File: config.mk
export PLATFORM = sky130hd
export DESIGN_NAME = liteeth_sram_fifo_ctrl
export DESIGN_NICKNAME = d
export VERILOG_FILES = /design/src/rtl/liteeth_sram_fifo_ctrl.sv
export SDC_FILE = /design/constraint.sdc
export NUM_CORES = 1
export LEC_CHECK = 0
export CAP_MARGIN = 10
export CORE_MARGIN = 2
export CORE_UTILIZATION = 40
export CTS_BUF_LIST = sky130_fd_sc_hd__clkbuf_4
export DETAILED_ROUTE_END_ITERATION = 8
export GPL_TIMING_DRIVEN = 0
export HOLD_SLACK_MARGIN = 0.12
export PLACE_DENSITY_LB_ADDON = 0.05
export SLEW_MARGIN = 20
export SYNTH_ARGS = -nofsm -noshare
export SYNTH_HDL_FRONTEND = slang
export SYNTH_SLANG_ARGS = --single-unit
File: constraint.sdc
create_clock -name clk -period 3.2 [get_ports clk]
set_input_delay 0.48 -clock clk [delete_from_list [all_inputs] [get_ports clk]]
set_output_delay 0.48 -clock clk [all_outputs]
set_load 0.05 [all_outputs]
File: src/rtl/liteeth_sram_fifo_ctrl.sv
// Stream FIFO controller on a 1rw1r SRAM macro.
// A 2-entry skid buffer hides the SRAM read latency (FWFT).
module liteeth_sram_fifo_ctrl #(
    parameter int BITS       = 64,
    parameter int WORD_DEPTH = 64,
    parameter int ADDR_WIDTH = 6
) (
    input  logic                  clk,
    input  logic                  rst_n,
    input  logic                  flush,
    input  logic                  s_valid,
    output logic                  s_ready,
    input  logic [BITS-1:0]       s_data,
    output logic                  m_valid,
    input  logic                  m_ready,
    output logic [BITS-1:0]       m_data,
    output logic [ADDR_WIDTH+1:0] level,
    output logic                  rw0_ce,
    output logic                  rw0_we,
    output logic [ADDR_WIDTH-1:0] rw0_addr,
    output logic [BITS-1:0]       rw0_wd,
    output logic                  r0_ce,
    output logic [ADDR_WIDTH-1:0] r0_addr,
    input  logic [BITS-1:0]       r0_rd
);

    localparam int PW = ADDR_WIDTH + 1;
    localparam int LW = ADDR_WIDTH + 2;
    localparam logic [PW-1:0] DEPTH_P = PW'(WORD_DEPTH);

    logic [PW-1:0]   wp_q, wp_d;
    logic [PW-1:0]   rp_q, rp_d;
    logic [PW-1:0]   mem_cnt;
    logic            inflight_q, inflight_d;
    logic [1:0]      out_cnt_q, out_cnt_d;
    logic [BITS-1:0] skid0_q, skid0_d;
    logic [BITS-1:0] skid1_q, skid1_d;
    logic            wr_en;
    logic            rd_en;
    logic            pop;
    logic            push;
    logic [2:0]      occ_after_pop;
    logic [1:0]      base;

    // Handshakes and read-issue decision from registered state.
    always_comb begin
        mem_cnt       = wp_q - rp_q;
        s_ready       = rst_n && (mem_cnt < DEPTH_P) && !flush;
        wr_en         = s_valid && s_ready;
        m_valid       = (out_cnt_q != 2'd0);
        pop           = m_valid && m_ready;
        occ_after_pop = {1'b0, out_cnt_q} + {2'b0, inflight_q}
                      - {2'b0, pop};
        rd_en         = (mem_cnt != '0) && (occ_after_pop < 3'd2)
                      && !flush;
        push          = inflight_q && !flush;
    end

    // SRAM port drive, head word and occupancy.
    always_comb begin
        rw0_ce   = wr_en;
        rw0_we   = wr_en;
        rw0_addr = wp_q[ADDR_WIDTH-1:0];
        rw0_wd   = wr_en ? s_data : '0;
        r0_ce    = rd_en;
        r0_addr  = rp_q[ADDR_WIDTH-1:0];
        m_data   = skid0_q;
        level    = LW'(mem_cnt) + LW'(inflight_q) + LW'(out_cnt_q);
    end

    // Pointer and in-flight next state; flush wins over everything.
    always_comb begin
        wp_d       = wp_q + PW'(wr_en);
        rp_d       = rp_q + PW'(rd_en);
        inflight_d = rd_en;
        if (flush) begin
            wp_d       = '0;
            rp_d       = '0;
            inflight_d = 1'b0;
        end
    end

    // Skid buffer: shift on pop, returning word fills first free slot.
    always_comb begin
        skid0_d = skid0_q;
        skid1_d = skid1_q;
        base    = out_cnt_q;
        if (pop) begin
            skid0_d = skid1_q;
            base    = out_cnt_q - 2'd1;
        end
        if (push) begin
            if (base == 2'd0) begin
                skid0_d = r0_rd;
            end else begin
                skid1_d = r0_rd;
            end
        end
        out_cnt_d = base + {1'b0, push};
        if (flush) begin
            out_cnt_d = 2'd0;
        end
    end

    // State registers with asynchronous active-low reset.
    always_ff @(posedge clk or negedge rst_n) begin
        if (!rst_n) begin
            wp_q       <= '0;
            rp_q       <= '0;
            inflight_q <= 1'b0;
            out_cnt_q  <= 2'd0;
            skid0_q    <= '0;
            skid1_q    <= '0;
        end else begin
            wp_q       <= wp_d;
            rp_q       <= rp_d;
            inflight_q <= inflight_d;
            out_cnt_q  <= out_cnt_d;
            skid0_q    <= skid0_d;
            skid1_q    <= skid1_d;
        end
    end

endmodule

# Word-level counts from Yosys, hierarchy flattened
# Cells that the tools add are included.
[totals]
ff_bits = 145
out_inout_bits = 153
[classes]
n_lt_le_gt_ge = 2
n_addsub = 9
mux = 9
reduce_logical = 12
n_bitwise = 1
[ops]
columns = ["operator", "count"]
rows = [
  ["2-to-1 mux 64 bit", 4],
  ["adder 7 x 1 -> 7 bit", 2],
  ["2-to-1 mux 7 bit", 2],
  ["adder 7 x 1 -> 8 bit", 1],
  ["adder 8 x 2 -> 8 bit", 1],
  ["logical AND 1 bit", 7],
  ["< comparator 7 bit, second input constant", 1],
  ["nonzero test 7 bit", 1],
  ["subtractor 7 bit", 1],
  ["2-to-1 mux 2 bit", 2],
  ["adder 2 x 1 -> 3 bit", 1],
  ["< comparator 3 x 2 -> 1 bit, second input constant", 1],
  ["subtractor 3 x 1 -> 3 bit", 1],
  ["adder 2 x 1 -> 2 bit", 1],
  ["logical NOT 2 bit", 1],
  ["AND reduction 2 bit", 1],
  ["nonzero test 2 bit", 1],
  ["subtractor 2 x 1 -> 2 bit, second input constant", 1],
  ["logical NOT 1 bit", 1],
  ["2-to-1 mux 1 bit", 1],
  ["inverter 1 bit", 1],
]

# Logic depth before layout (Yosys ltp)
# Gate-level depths: netlist of run 1.
[depth]
ltp_word = 8
mapped_depth = 18
depth_no_buf = 16

# Worst setup path before layout of run 1
# OpenSTA, ideal clock, no wires.
[synth_path]
path_kind = "reg2reg"
start = "register out_cnt_q[1]"
end = "register rp_q[6]"
stages_incl_launch_ff = 19
n_path_buf = 2
arrival_ps = 4268
setup_time_ps = 132
required_ps = 3068
path_slack_ps = -1200
period_less_slack_ps = 4400
cell_sequence = "dfrtp_1 -> inv_1 -> ha_1 -> nor2b_1 -> buf_2 -> clkbuf_1 -> ha_1 -> inv_1 -> nand2_1 -> fa_1 -> xnor2_1 -> nand3b_1 -> a31oi_1 -> ha_1 -> ha_1 -> nand3_1 -> nor3_1 -> xnor2_1 -> nor2_1"
[synth_between]
elab_chain_len = 8
[synth_rtl]
columns = ["item", "line_no", "text"]
rows = [
  ["from (decl)", "35", "logic [1:0] out_cnt_q, out_cnt_d;"],
  ["from (signal assigned)", "118", "out_cnt_q <= out_cnt_d;"],
  ["branches (longest 2 deep; another with adder 2 x 1 -> 3 bit)", "-", ""],
  ["subtractor 3 x 1 -> 3 bit *", "53", "- {2'b0, pop};"],
  ["< comparator 3 x 2 -> 1 bit *", "54", "rd_en = (mem_cnt != '0) && (occ_after_pop < 3'd2)"],
  ["logical AND 1 bit *", "54", ""],
  ["logical AND 1 bit *", "55", "&& !flush;"],
  ["net r0_ce", "22", "output logic r0_ce,"],
  ["adder 7 x 1 -> 7 bit *", "74", "rp_d = rp_q + PW'(rd_en);"],
  ["2-to-1 mux 7 bit *", "76", "if (flush) begin"],
  ["net rp_d[6]", "32", "logic [PW-1:0] rp_q, rp_d;"],
  ["to (signal assigned)", "116", "rp_q <= rp_d;"],
  ["to (decl)", "32", ""],
]
# Mark *: on every way through the listed nets, which the timed path passes.
# A chain may end at the register's enable or synchronous reset.

# Worst setup path in the final report of run 1
[layout_path]
start = "register wp_q[0]"
end = "output port rw0_wd[37]"
[layout_between]
elab_chain_len = 6
[layout_rtl]
columns = ["item", "line_no", "text"]
rows = [
  ["from (decl)", "31", "logic [PW-1:0] wp_q, wp_d;"],
  ["from (signal assigned)", "115", "wp_q <= wp_d;"],
  ["subtractor 7 bit", "47", "mem_cnt = wp_q - rp_q;"],
  ["< comparator 7 bit", "48", "s_ready = rst_n && (mem_cnt < DEPTH_P) && !flush;"],
  ["logical AND 1 bit (2 in series)", "48", ""],
  ["logical AND 1 bit", "49", "wr_en = s_valid && s_ready;"],
  ["2-to-1 mux 64 bit", "64", "rw0_wd = wr_en ? s_data : '0;"],
  ["to (decl)", "21", "output logic [BITS-1:0] rw0_wd,"],
]
# Every way passes these cells.

==> key figures, run 1 <==
Status
  – Status: finished with violations
  – Failing checks: setup timing

Global route
  – Global-route usage over all layers: 22.7%
  – Vias in the first global route: 6276
  – First-pass GRT wire length: 35300 um
  – Largest net degree at the start of global routing: 75
  – Initial antenna violation count: 3
  – Total grt overflow: 0

Worst setup path
  – Worst-path fanout max: 5
  – Crit end category: output port
  – Setup crit start kind: flop
  – Crit path DAT: 2.99 ns
  – Critical Path RT: 2.72 ns
  – WS Path Type: flop to output port

Cells and area
  – Area growth from synthesis to layout: 58.5%
  – Post-route cell area: 11800 um2
  – Share of post-route cells with drive strength above 1: 33.6%
  – Post-Layout Cell Count: 1209
  – Layout Nets: 1115

STA
  – Setup Skew: 0.0155 ns
  – Worst Tran Pin Value: 0.647 ns
  – Max-slew violation count: 0
  – Smallest hold slack: 0.239 ns
  – RSZ-0062 raised after global routing: yes
  – Slew HR: 56.7%
  – Minimum clock period: 3.47 ns
  – Final hold violations: 0
  – Final setup violation count: 72
  – Final worst path period share: 108%
  – Post-route setup slack: -0.266 ns
  – Fmax: 289 MHz

Clock network
  – Worst-Skew Late Latency: 0.54 ns
  – # H-tree levels: 4
  – Clock sink count: 145
  – Root Driver: clkbuf_4
  – Clock Path Buffers: 2
  – Cts bufs inserted: 17
  – CTS tree: done
  – Clock transition at the registers of the reported paths: 0.12 ns

Detailed routing
  – Total wire length: 23200 um
  – WL per Instance: 19.2 um
  – Vias: 5972
  – Pre-antenna DRT Iters: 4
  – DRT iter0 DRCs: 338
  – Drt drc: 0
  – DRT antenna net count: 0
  – Vias per cell: 4.94

Power
  – PD cells: 876 nW/um2
  – Maximum VDD drop: 914 uV
  – Pleak: 5.14 nW

Die
  – Full die area: 19800 um2
  – Die W: 141 um
  – Placement Rows: 49
  – Initial Util: 41.2%
  – Core area: 18100 um2
  – Die height: 141 um
  – Num ports: 286

Synthesis
  – Syn avg cell area: 11.7 um2
  – Post-synth EDFFs: 0
  – Synth Instances: 637
  – Async SR Flop Fraction: 100%
  – Top FF cell, synth: dfrtp_1
  – Syn nets: 788
  – Top cell type's share of synthesized area: 48.6%
  – Area contributors post-synth: dfrtp_1 49%, mux2_4 12%, mux2i_1 8.6%
  – Ys Warns: 0
  – Synth Register Bits: 145
  – Post-synth top area cell: dfrtp_1
  – Synth unique cells: 41
  – Share of the yosys chip area belonging to registers: 48.6%
  – Cell Area, Synth: 7470 um2

Hold path
  – Worst Hold Class: primary input to flop

Placed design
  – Placement Cell Area: 10700 um2
  – Gpl congestion: 0.900
  – Setup WS pre-CTS: -0.746 ns
  – IO Port Bufs: 284
  – Placed insts: 1151
  – Final HPWL DP: 16400 um

Flow run
  – Max cap viols: 0
==> registers in the layout, summed over array words and instances (netlist names) <==
register / flops
m_data: 64
skid1_q: 64
rp_q: 7
wp_q: 7
out_cnt_q: 2
inflight_q: 1
==> area by class of cell <==
type | instances | area, um2
fillers | 1390 | 6310
flip-flops and latches | 145 | 3630
well taps | 229 | 287
clock inverters | 12 | 143
repair buffers | 310 | 3430
multi-input cells | 424 | 3670
inverters | 17 | 66.3
diodes | 4 | 10.0
plain buffers | 49 | 459
clock buffers | 19 | 143
==> Yosys cell counts, types with 5 or more instances <==
| cell | n |
|---|---|
| buf_12 | 6 |
| buf_6 | 5 |
| o21ai_1 | 20 |
| o21ai_0 | 45 |
| nand3_1 | 8 |
| xor2_1 | 8 |
| buf_2 | 14 |
| clkbuf_2 | 6 |
| and2_1 | 65 |
| clkbuf_1 | 6 |
| dfrtp_1 | 145 |
| mux2i_1 | 64 |
| buf_4 | 13 |
| ha_1 | 14 |
| mux2_4 | 61 |
| inv_1 | 17 |
| nand2_1 | 66 |
| nor2b_1 | 10 |
| xnor2_1 | 13 |
| nor2_1 | 14 |
==> report_power, final <==
group | internal [mW] | leakage [nW] | switching [mW]
Combinational | 2.61 | 3.19 | 3.41
Clock | 0.545 | 0.147 | 0.658
Sequential | 2.66 | 1.80 | 0.477
Total | 5.82 | 5.14 | 4.55
==> path summary, 6_finish.rpt <==
check | end | slack [ns] | cells past startpoint | from
setup / recovery | rw0_wd[37] | -0.27 | 12 | wp_q[0]$_DFF_PN0_
hold / removal | wp_q[1]$_DFF_PN0_ | 0.24 | 2 | flush
min in group asynchronous | skid1_q[35]$_DFFE_PN0P_ | 0.56 | 3 | rst_n
hold reg to reg | skid1_q[36]$_DFFE_PN0P_ | 0.52 | 1 | skid1_q[36]$_DFFE_PN0P_
max in group asynchronous | rp_q[2]$_DFF_PN0_ | 2.27 | 3 | rst_n
setup reg to reg | rp_q[6]$_DFF_PN0_ | 0.02 | 16 | wp_q[0]$_DFF_PN0_
==> metrics by stage <==
stage | utilization, % | setup TNS, ns | total power, mW
floorplan | - | -0.286 | 7.05
global placement | 58.9 | -941.73 | 8.75
detailed placement | 59.1 | -34.69 | 8.89
global route | 65.2 | -26.20 | 11.0
finish | 65.2 | -15.38 | 10.4
CTS | 62.5 | -18.77 | 10.3
==> layout by cell type, fill, tap and decap left out, types with 3 or more instances in the layout <==
cell type,count
mux2i_1,64
diode_2,4
clkinv_1,3
bufinv_16,3
buf_4,43
buf_12,7
mux2_2,4
nand2_1,64
ha_4,4
inv_2,5
and3_1,3
xor2_1,8
and2_1,10
xnor2_2,3
dfrtp_1,143
xnor2_1,10
clkbuf_1,4
clkbuf_4,20
mux2_4,61
fa_2,3
and2_4,55
o21ai_0,45
buf_2,13
inv_1,11
o21ai_1,20
nor2_1,13
buf_6,11
clkinvlp_4,3
clkdlybuf4s50_1,208
nor2b_1,8
clkbuf_16,5
ha_1,9
buf_8,61
nand3_1,7
==> layer usage <==
| metal | vias to the layer above | GRT usage, % | share of wire, % |
|---|---|---|---|
| met5 | - | 0 | 0 |
| met4 | 0 | 4.47 | 0.94 |
| met3 | 12 | 6.28 | 5.2 |
| met2 | 146 | 35.9 | 48 |
| met1 | 3020 | 31.7 | 45 |
| li1 | 2794 | - | - |
==> critical path, cell delays in order (launching register included) <==
cell       delay (ns)
dfrtp_1          0.42
inv_2            0.08
ha_4             0.14
inv_2            0.03
fa_2             0.34
a21o_1           0.18
nand4_1          0.14
a21oi_2          0.09
and4b_4          0.43
buf_12           0.16
clkbuf_16        0.14
and2_4           0.15
buf_8            0.14
==> cell families (layout without fill, tap and decap cells) <==
logic type	after synthesis	count (layout)	synth area share, %
other	0	4	0
XOR/XNOR	21	21	2.46
multiplexers	129	129	21.4
AO/OA/AOI/OAI	79	79	5.76
flip-flops	145	145	48.6
AND/OR/NAND/NOR	177	177	12.1
buffers and inverters	68	407	6.21
adder cells (fa/ha/maj)	18	18	3.42
==> what timing repair did <==
action                                 CTS  global route
endpoints found under the hold margin   71             0
setup buffers                            8             8
hold buffers                             2             0
pin swaps                                5            50
setup endpoints to repair               79            78
gates cloned                             2             5
gates resized for setup                567           105
Power figures use the tool's default switching activity.
==> run 2: changes to the inputs <==
Settings changed: ABC_CLOCK_PERIOD_IN_PS set to 3200.
==> results of run 2 <==
The final DEF is identical to that of run 1; final timing and power are the same.
